==> config.mk <==
export PLATFORM = sky130hd
export DESIGN_NAME = fb_load_ctrl
export DESIGN_NICKNAME = d
export VERILOG_FILES = /design/src/rtl/fb_pkg.sv /design/src/rtl/fb_xy_counter.sv /design/src/rtl/fb_load_ctrl.sv
export SDC_FILE = /design/constraint.sdc
export NUM_CORES = 1
export LEC_CHECK = 0
export ABC_AREA = 1
export CAP_MARGIN = 25
export CELL_PAD_IN_SITES_DETAIL_PLACEMENT = 1
export CELL_PAD_IN_SITES_GLOBAL_PLACEMENT = 1
export CORE_UTILIZATION = 30
export DETAILED_ROUTE_END_ITERATION = 8
export PLACE_DENSITY = 0.58
export SLEW_MARGIN = 20
export SYNTH_ARGS = -nofsm -noshare
export SYNTH_HDL_FRONTEND = slang
export SYNTH_SLANG_ARGS = --single-unit
==> constraint.sdc <==
create_clock -name clk -period 4.84 [get_ports clk]
set_input_delay 0.968 -clock clk [delete_from_list [all_inputs] [get_ports clk]]
set_output_delay 0.968 -clock clk [all_outputs]
set_load 0.03 [all_outputs]
==> src/rtl/fb_pkg.sv <==
// Shared types and default frame geometry for the frame-buffer load controller.
package fb_pkg;

  localparam int FB_WIDTH  = 640;
  localparam int FB_HEIGHT = 480;

  typedef enum logic [1:0] {
    S_IDLE,
    S_FILL,
    S_FULL
  } state_t;

endpackage

==> src/rtl/fb_xy_counter.sv <==
// Raster x/y position counter; load_origin places the counter just past pixel (0,0).
module fb_xy_counter
  import fb_pkg::*;
#(
  parameter int WIDTH  = FB_WIDTH,
  parameter int HEIGHT = FB_HEIGHT,
  parameter int ADDRW  = $clog2(WIDTH)
) (
  input  logic             clk,
  input  logic             rst,
  input  logic             clear,
  input  logic             step,
  input  logic             load_origin,
  output logic [ADDRW-1:0] x,
  output logic [ADDRW-1:0] y,
  output logic             last
);

  localparam logic [ADDRW-1:0] X_MAX = ADDRW'(WIDTH - 1);
  localparam logic [ADDRW-1:0] Y_MAX = ADDRW'(HEIGHT - 1);

  always_ff @(posedge clk or posedge rst) begin
    if (rst) begin
      x <= '0;
      y <= '0;
    end else if (clear) begin
      x <= '0;
      y <= '0;
    end else if (load_origin) begin
      x <= ADDRW'(1);
      y <= '0;
    end else if (step) begin
      if (x == X_MAX) begin
        x <= '0;
        y <= (y == Y_MAX) ? '0 : y + 1'b1;
      end else begin
        x <= x + 1'b1;
      end
    end
  end

  assign last = (x == X_MAX) && (y == Y_MAX);

endmodule

==> src/rtl/fb_load_ctrl.sv <==
// Frame-buffer load controller: rasterises loader beats into write-port cycles.
// Define FB_LOAD_CTRL_DOUBLE_BUF_EN for double buffering with vsync-timed bank swaps.
module fb_load_ctrl
  import fb_pkg::*;
#(
  parameter int WIDTH  = FB_WIDTH,
  parameter int HEIGHT = FB_HEIGHT,
  parameter int ADDRW  = $clog2(WIDTH)
) (
  input  logic             clk,
  input  logic             rst,
  input  logic             pix_valid,
  output logic             pix_ready,
  input  logic             pix_data,
  input  logic             pix_sof,
  input  logic             vsync,
  output logic             mem_we,
  output logic [ADDRW-1:0] mem_wx,
  output logic [ADDRW-1:0] mem_wy,
  output logic             mem_wdata,
  output logic             mem_wbank,
  output logic             mem_rbank,
  output logic             frame_done,
  output logic             sync_err,
  output logic [15:0]      frames_shown
);

  state_t           state;
  logic             hs;
  logic             wr;
  logic             fin;
  logic             err;
  logic             cnt_clear;
  logic             cnt_step;
  logic             cnt_origin;
  logic             cnt_last;
  logic [ADDRW-1:0] cnt_x;
  logic [ADDRW-1:0] cnt_y;

  fb_xy_counter #(
    .WIDTH (WIDTH),
    .HEIGHT(HEIGHT),
    .ADDRW (ADDRW)
  ) u_xy (
    .clk        (clk),
    .rst        (rst),
    .clear      (cnt_clear),
    .step       (cnt_step),
    .load_origin(cnt_origin),
    .x          (cnt_x),
    .y          (cnt_y),
    .last       (cnt_last)
  );

  assign pix_ready = (state != S_FULL);
  assign hs        = pix_valid & pix_ready;

  // A start-of-frame beat always lands at (0,0), whether it opens or restarts a frame.
  always_comb begin
    wr         = 1'b0;
    fin        = 1'b0;
    err        = 1'b0;
    cnt_clear  = 1'b0;
    cnt_step   = 1'b0;
    cnt_origin = 1'b0;
    if (hs) begin
      if (pix_sof) begin
        wr         = 1'b1;
        cnt_origin = 1'b1;
        err        = (state == S_FILL);
      end else if (state == S_FILL) begin
        wr = 1'b1;
        if (cnt_last) begin
          fin       = 1'b1;
          cnt_clear = 1'b1;
        end else begin
          cnt_step = 1'b1;
        end
      end else begin
        err = 1'b1;
      end
    end
  end

`ifdef FB_LOAD_CTRL_DOUBLE_BUF_EN
  assign mem_wbank = ~mem_rbank;
`else
  logic unused_vsync;
  assign unused_vsync = vsync;
  assign mem_rbank    = 1'b0;
  assign mem_wbank    = 1'b0;
`endif

  always_ff @(posedge clk or posedge rst) begin
    if (rst) begin
      state        <= S_IDLE;
      mem_we       <= 1'b0;
      mem_wx       <= '0;
      mem_wy       <= '0;
      mem_wdata    <= 1'b0;
      frame_done   <= 1'b0;
      sync_err     <= 1'b0;
      frames_shown <= '0;
`ifdef FB_LOAD_CTRL_DOUBLE_BUF_EN
      mem_rbank    <= 1'b0;
`endif
    end else begin
      mem_we     <= wr;
      frame_done <= fin;
      if (wr) begin
        mem_wx    <= pix_sof ? '0 : cnt_x;
        mem_wy    <= pix_sof ? '0 : cnt_y;
        mem_wdata <= pix_data;
      end
      if (err) sync_err <= 1'b1;
      case (state)
        S_IDLE: if (hs && pix_sof) state <= S_FILL;
        S_FILL: begin
          if (fin) begin
`ifdef FB_LOAD_CTRL_DOUBLE_BUF_EN
            state <= S_FULL;
`else
            state        <= S_IDLE;
            frames_shown <= frames_shown + 16'd1;
`endif
          end
        end
`ifdef FB_LOAD_CTRL_DOUBLE_BUF_EN
        // vsync during the final handshake sees FILL here, so the swap waits for the next one.
        S_FULL: begin
          if (vsync) begin
            state        <= S_IDLE;
            mem_rbank    <= ~mem_rbank;
            frames_shown <= frames_shown + 16'd1;
          end
        end
`endif
        default: state <= S_IDLE;
      endcase
    end
  end

endmodule

== After elaboration in Yosys (flattened, before gate mapping) ==
Index checks and enable logic that the tools add are counted.

* Word-level logic and storage cells: 58
* Register bits after elaboration: 62
* Input port bits: 6

* Equality and inequality tests: 6
* Bitwise gates (word level): 1
* Mux-type cells: 30
* Add/subtract/negate cells: 3
* Reduce and logical (&&, ||, !) cells: 8

{| class="wikitable"
|+ Operator list
! operator !! number
|-
| $mux W10 || 11
|-
| $add A10 B1 Y10 const B || 2
|-
| $add A16 B1 Y16 const B || 1
|-
| $mux W1 || 16
|-
| $eq A10 B10 Y1 const B || 1
|-
| $eq A10 B9 Y1 const B || 1
|-
| $ne A2 B2 Y1 const B || 3
|-
| $reduce_and A2 Y1 || 3
|-
| $reduce_bool A3 Y1 || 2
|-
| $mux W2 || 2
|-
| $pmux W2 S2 || 1
|-
| $eq A2 B1 Y1 const B || 1
|-
| $logic_and A1 B1 Y1 || 2
|-
| $logic_not A2 Y1 || 1
|-
| $and A1 B1 Y1 || 1
|}

== Longest topological paths before layout ==
* Depth in word-level cells: 9
* Gate-level depth with buffers: 10

== Hierarchy ==
From an unflattened synthesis, not the netlist that was laid out.

* Cells, all modules: 397
* Area total of the unflattened synthesis: 3183.1 sq um

{| class="wikitable"
|+ Modules (own cells, without submodules)
! module !! times used !! cells an instance !! area each (sq um)
|-
| fb_load_ctrl || 1 || 217 || 1889.3
|-
| fb_xy_counter || 1 || 180 || 1293.7
|}

== Worst setup path before layout ==
No wires, ideal clock.

* Kind: input-to-reg
* From: input port pix_sof
* To: register mem_wy[4]
* Required time: 4704 ps
* Data arrival time: 1892 ps
* Slack: 2813 ps
* Stages on the path: 8
* Path through: inv_2 > ha_1 > buf_2 > nor2_2 > inv_1 > clkbuf_1 > nand2_1 > o31ai_1

* Word-level cells in the longest chain between the ends: 2
* Elaborated cells on any way between the ends: 3
* Those cells by class: 3 x mux

{| class="wikitable"
|+ RTL lines
! what !! line !! source
|-
| start: declaration || fb_load_ctrl.sv:15 || <nowiki>input logic pix_sof,</nowiki>
|-
| $mux W1 || fb_load_ctrl.sv:67 || <nowiki>if (pix_sof) begin</nowiki>
|-
| $mux W1 || fb_load_ctrl.sv:66 || <nowiki>if (hs) begin</nowiki>
|-
| named net wr || fb_load_ctrl.sv:30 || <nowiki>logic wr;</nowiki>
|-
| end signal: assignment || fb_load_ctrl.sv:112 || <nowiki>mem_wy <= pix_sof ? '0 : cnt_y;</nowiki>
|-
| end: declaration || fb_load_ctrl.sv:19 || <nowiki>output logic [ADDRW-1:0] mem_wy,</nowiki>
|}

The timed path passes the listed nets, and every way through them passes these cells.
A chain may end at the register's enable or synchronous reset.

== Worst setup path after layout ==
* From: input port pix_sof
* To: register mem_wy[9]

Same word-level chain as after synthesis.

==> results.toml <==
[run_status]
status = "complete, no violations"

[yosys]
ys_async_sr_fraction_pct = 100.0
syn_avg_cell_area_um2 = 8.231
synthDistinctLibCells = 33
synth-seq-cells = 61
synth-seq-area-share_pct = 47.67
ys_warn_count = 0
syn_area_um2 = 3202
synth-edff-count = 0
yosys_most_used_dff = "dfrtp_1"
netlist_instances = 389

[global_route]
antenna_found_initial = 0
overflow = 0
grt_pass1_vias = 2766
grtUsageTotal_pct = 15.62
grt_max_degree = 33
grt_pass1_wl_um = 13540

[drt]
initialDrtViolationCount = 69
post_drt_wl_per_cell_um = 13.90
drc = 0
vias = 2672
vias_per_cell = 4.655
totalWireLength_um = 7980
firstDrtPassIters = 4
ant_nets = 0

[placed_design]
dpl_cell_area_um2 = 3765
place_ws_ns = 1.421
port_buffers = 44
place_inst = 560
globalplace.congestion = 0.7676
dpl.hpwl_um = 5824

[worst_setup_path]
rrSetupSlack_ns = 2.63
critical_path_arrival_ns = 3.28
required_ns = 5.07
cp-end-kind = "flop"
r2r_cells = 6
startpoint_type = "primary input"
r2r-end = "mem_wy[9]"
worstSetupPathType = "primary input to flop"
r2r_start = "state[0]"
setup.worst_path.start = "pix_sof"
critical_path.max_fanout = 31

[die]
start_util_pct = 31.01
fp.dieW_um = 105.3
core_area_um2 = 10320
ios = 49
rows = 37
dieArea_um2 = 11090
die_h_um = 105.3

[cells_and_area]
diodes = 0
syn2layout_area_growth_pct = 22.74
nets = 445
final_layout_size_suffix_gt1_share_pct = 10.05
final_cell_area_um2 = 3930
stdcell_count = 574
nFillCells = 1253

[clock_network]
hold_buffers = 0
cts_tree = "yes"
post-cts-setup-buffers = 0
cts_buffer_depth = 2
post_cts_resized = 0
clkTransAtPathRegs_ns = 0.06
cts_root_buf = "clkbuf_8"
cts_buffers = 9
cts-htree-levels = 3
clkLatencyLatePin_ns = 0.34
cts_sinks = 61

[min_path]
min_path_cells = 2
hold_start = "mem_wx[0]"
hp-class = "flop to flop"
min_to = "mem_wx[0]"

[flow_run]
maxCapViolCount = 0

[timing]
setup_viol = 0
worst_slack_ns = 1.789
worstMarginPinSlew_ns = 0.9586
slew_viol_final = 0
max_freq_mhz = 327.8
min_period_over_period_pct = 63.04
rsz0062_at_grt = "false"
fin_setup_tns_ns = 0
skew_ns = 0.01068
hold_viol = 0
finalCriticalPeriod_ns = 3.051
slew_headroom_pct = 36.02

[power]
total_power_w = 0.001183
power_density_nw_per_um2 = 301.1
power_leakage_nw = 1.821
vdd_drop_max_mv = 0.09728
==> how the worst max path moves through the flow <==
stage                 end  cells after the start  slack (ns)
3_5_place_dp    mem_wy[9]                      8        1.42
5_1_grt         mem_wy[8]                      8        1.59
6_report        mem_wy[9]                      8        1.79
4_1_cts         mem_wy[9]                      8        1.75
3_3_place_gp    mem_wy[9]                      8        1.42
2_1_floorplan  frame_done                      1        2.36
==> kinds of logic (layout without fill, tap and decap cells) <==
family | count (synthesis) | count (layout) | share of synthesized area, %
buf+inv | 60 | 108 | 8.206
compound gates | 46 | 46 | 9.262
fa+ha+maj | 4 | 4 | 1.563
other cells | 2 | 3 | 0.2346
simple gates | 204 | 204 | 28.84
flops | 61 | 61 | 47.67
xor+xnor | 12 | 12 | 4.220
==> report_power, final <==
| part | switching [W] | leakage [nW] | internal, W | total, W |
|---|---|---|---|---|
| Combinational | 0.000122 | 0.922 | 0.0000702 | 0.000192 |
| Sequential | 0.0000382 | 0.811 | 0.000550 | 0.000588 |
| Clock | 0.000196 | 0.0881 | 0.000207 | 0.000403 |
==> synth_stat cells (4+ instances only) <==
library cell / instances / area share [%]
dfrtp_1: 61 / 48
inv_2: 4 / 0.47
nand2_1: 109 / 13
inv_1: 43 / 5.0
nand2_2: 7 / 1.4
o31ai_1: 20 / 4.7
buf_4: 5 / 1.2
nor2_1: 39 / 4.6
xor2_1: 6 / 1.6
a21oi_1: 6 / 0.94
ha_1: 4 / 1.6
xnor2_2: 4 / 2.0
nand4_1: 8 / 1.6
o21ai_0: 15 / 2.3
nand3_1: 27 / 4.2
==> critical path, stage by stage <==
cell	delay, ns
clkdlybuf4s50_1	0.40
buf_4	0.19
inv_2	0.12
ha_1	0.50
nor2_2	0.14
inv_1	0.73
nand2_1	0.12
o31ai_1	0.11
==> placed cells by master (no fill, tap or decap), types with 2 or more instances in the layout <==
cell type	Yosys	layout
clkbuf_8	0	11
xnor2_2	4	4
ha_1	4	4
conb_1	2	3
inv_1	43	42
nor2_1	39	39
a21oi_1	6	6
clkinv_2	0	2
nand4_1	8	8
nand2_1	109	109
nand2_2	7	7
nand3_1	27	27
xor2_1	6	6
dfrtp_1	61	61
buf_4	5	2
nor2_2	3	3
o21ai_0	15	15
inv_2	4	5
nor3b_1	2	2
clkdlybuf4s50_1	0	44
nor3_1	2	2
xnor2_1	2	2
o31ai_1	20	20
nand2_4	3	3
==> metal layers <==
layer | wire, um | global-route usage [%] | part of all wire (%) | up-vias
met1 | 3913 | 20.20 | 49 | 1291
met5 | 0 | 0 | 0 | -
met3 | 200 | 3.340 | 2.5 | 8
met2 | 3782 | 25.89 | 47 | 41
met4 | 83 | 5.131 | 1.0 | 0
li1 | - | - | - | 1332
==> state kept, by name (all words and copies together) (netlist names) <==
register and flops:
state 1, mem_wy 10, mem_wdata 1, mem_wx 10, u_xy.y 10, frame_done 1
u_xy.x 10, mem_we 1, sync_err 1, frames_shown 16
==> final cells by class <==
cell class / instances / area, um^2 / area share, %
timing repair buffer: 47 / 475.5 / 12.10
clock buffer: 12 / 155.1 / 3.948
multi-input combinational: 269 / 1416 / 36.04
sequential: 61 / 1526 / 38.84
tap: 136 / 170.2 / 4.330
clock inverter: 2 / 10.01 / 0.2547
inverter: 47 / 176.4 / 4.489
==> per-stage QoR <==
step / util, % / hold WS [ns]
finish: 38.07 / 0.4823
detailed placement: 36.47 / 0.4704
global placement: 36.27 / 0.4562
global route: 38.07 / 0.5063
floorplan: - / 0.4747
CTS: 38.07 / 0.4865
Power figures use the tool's default switching activity.
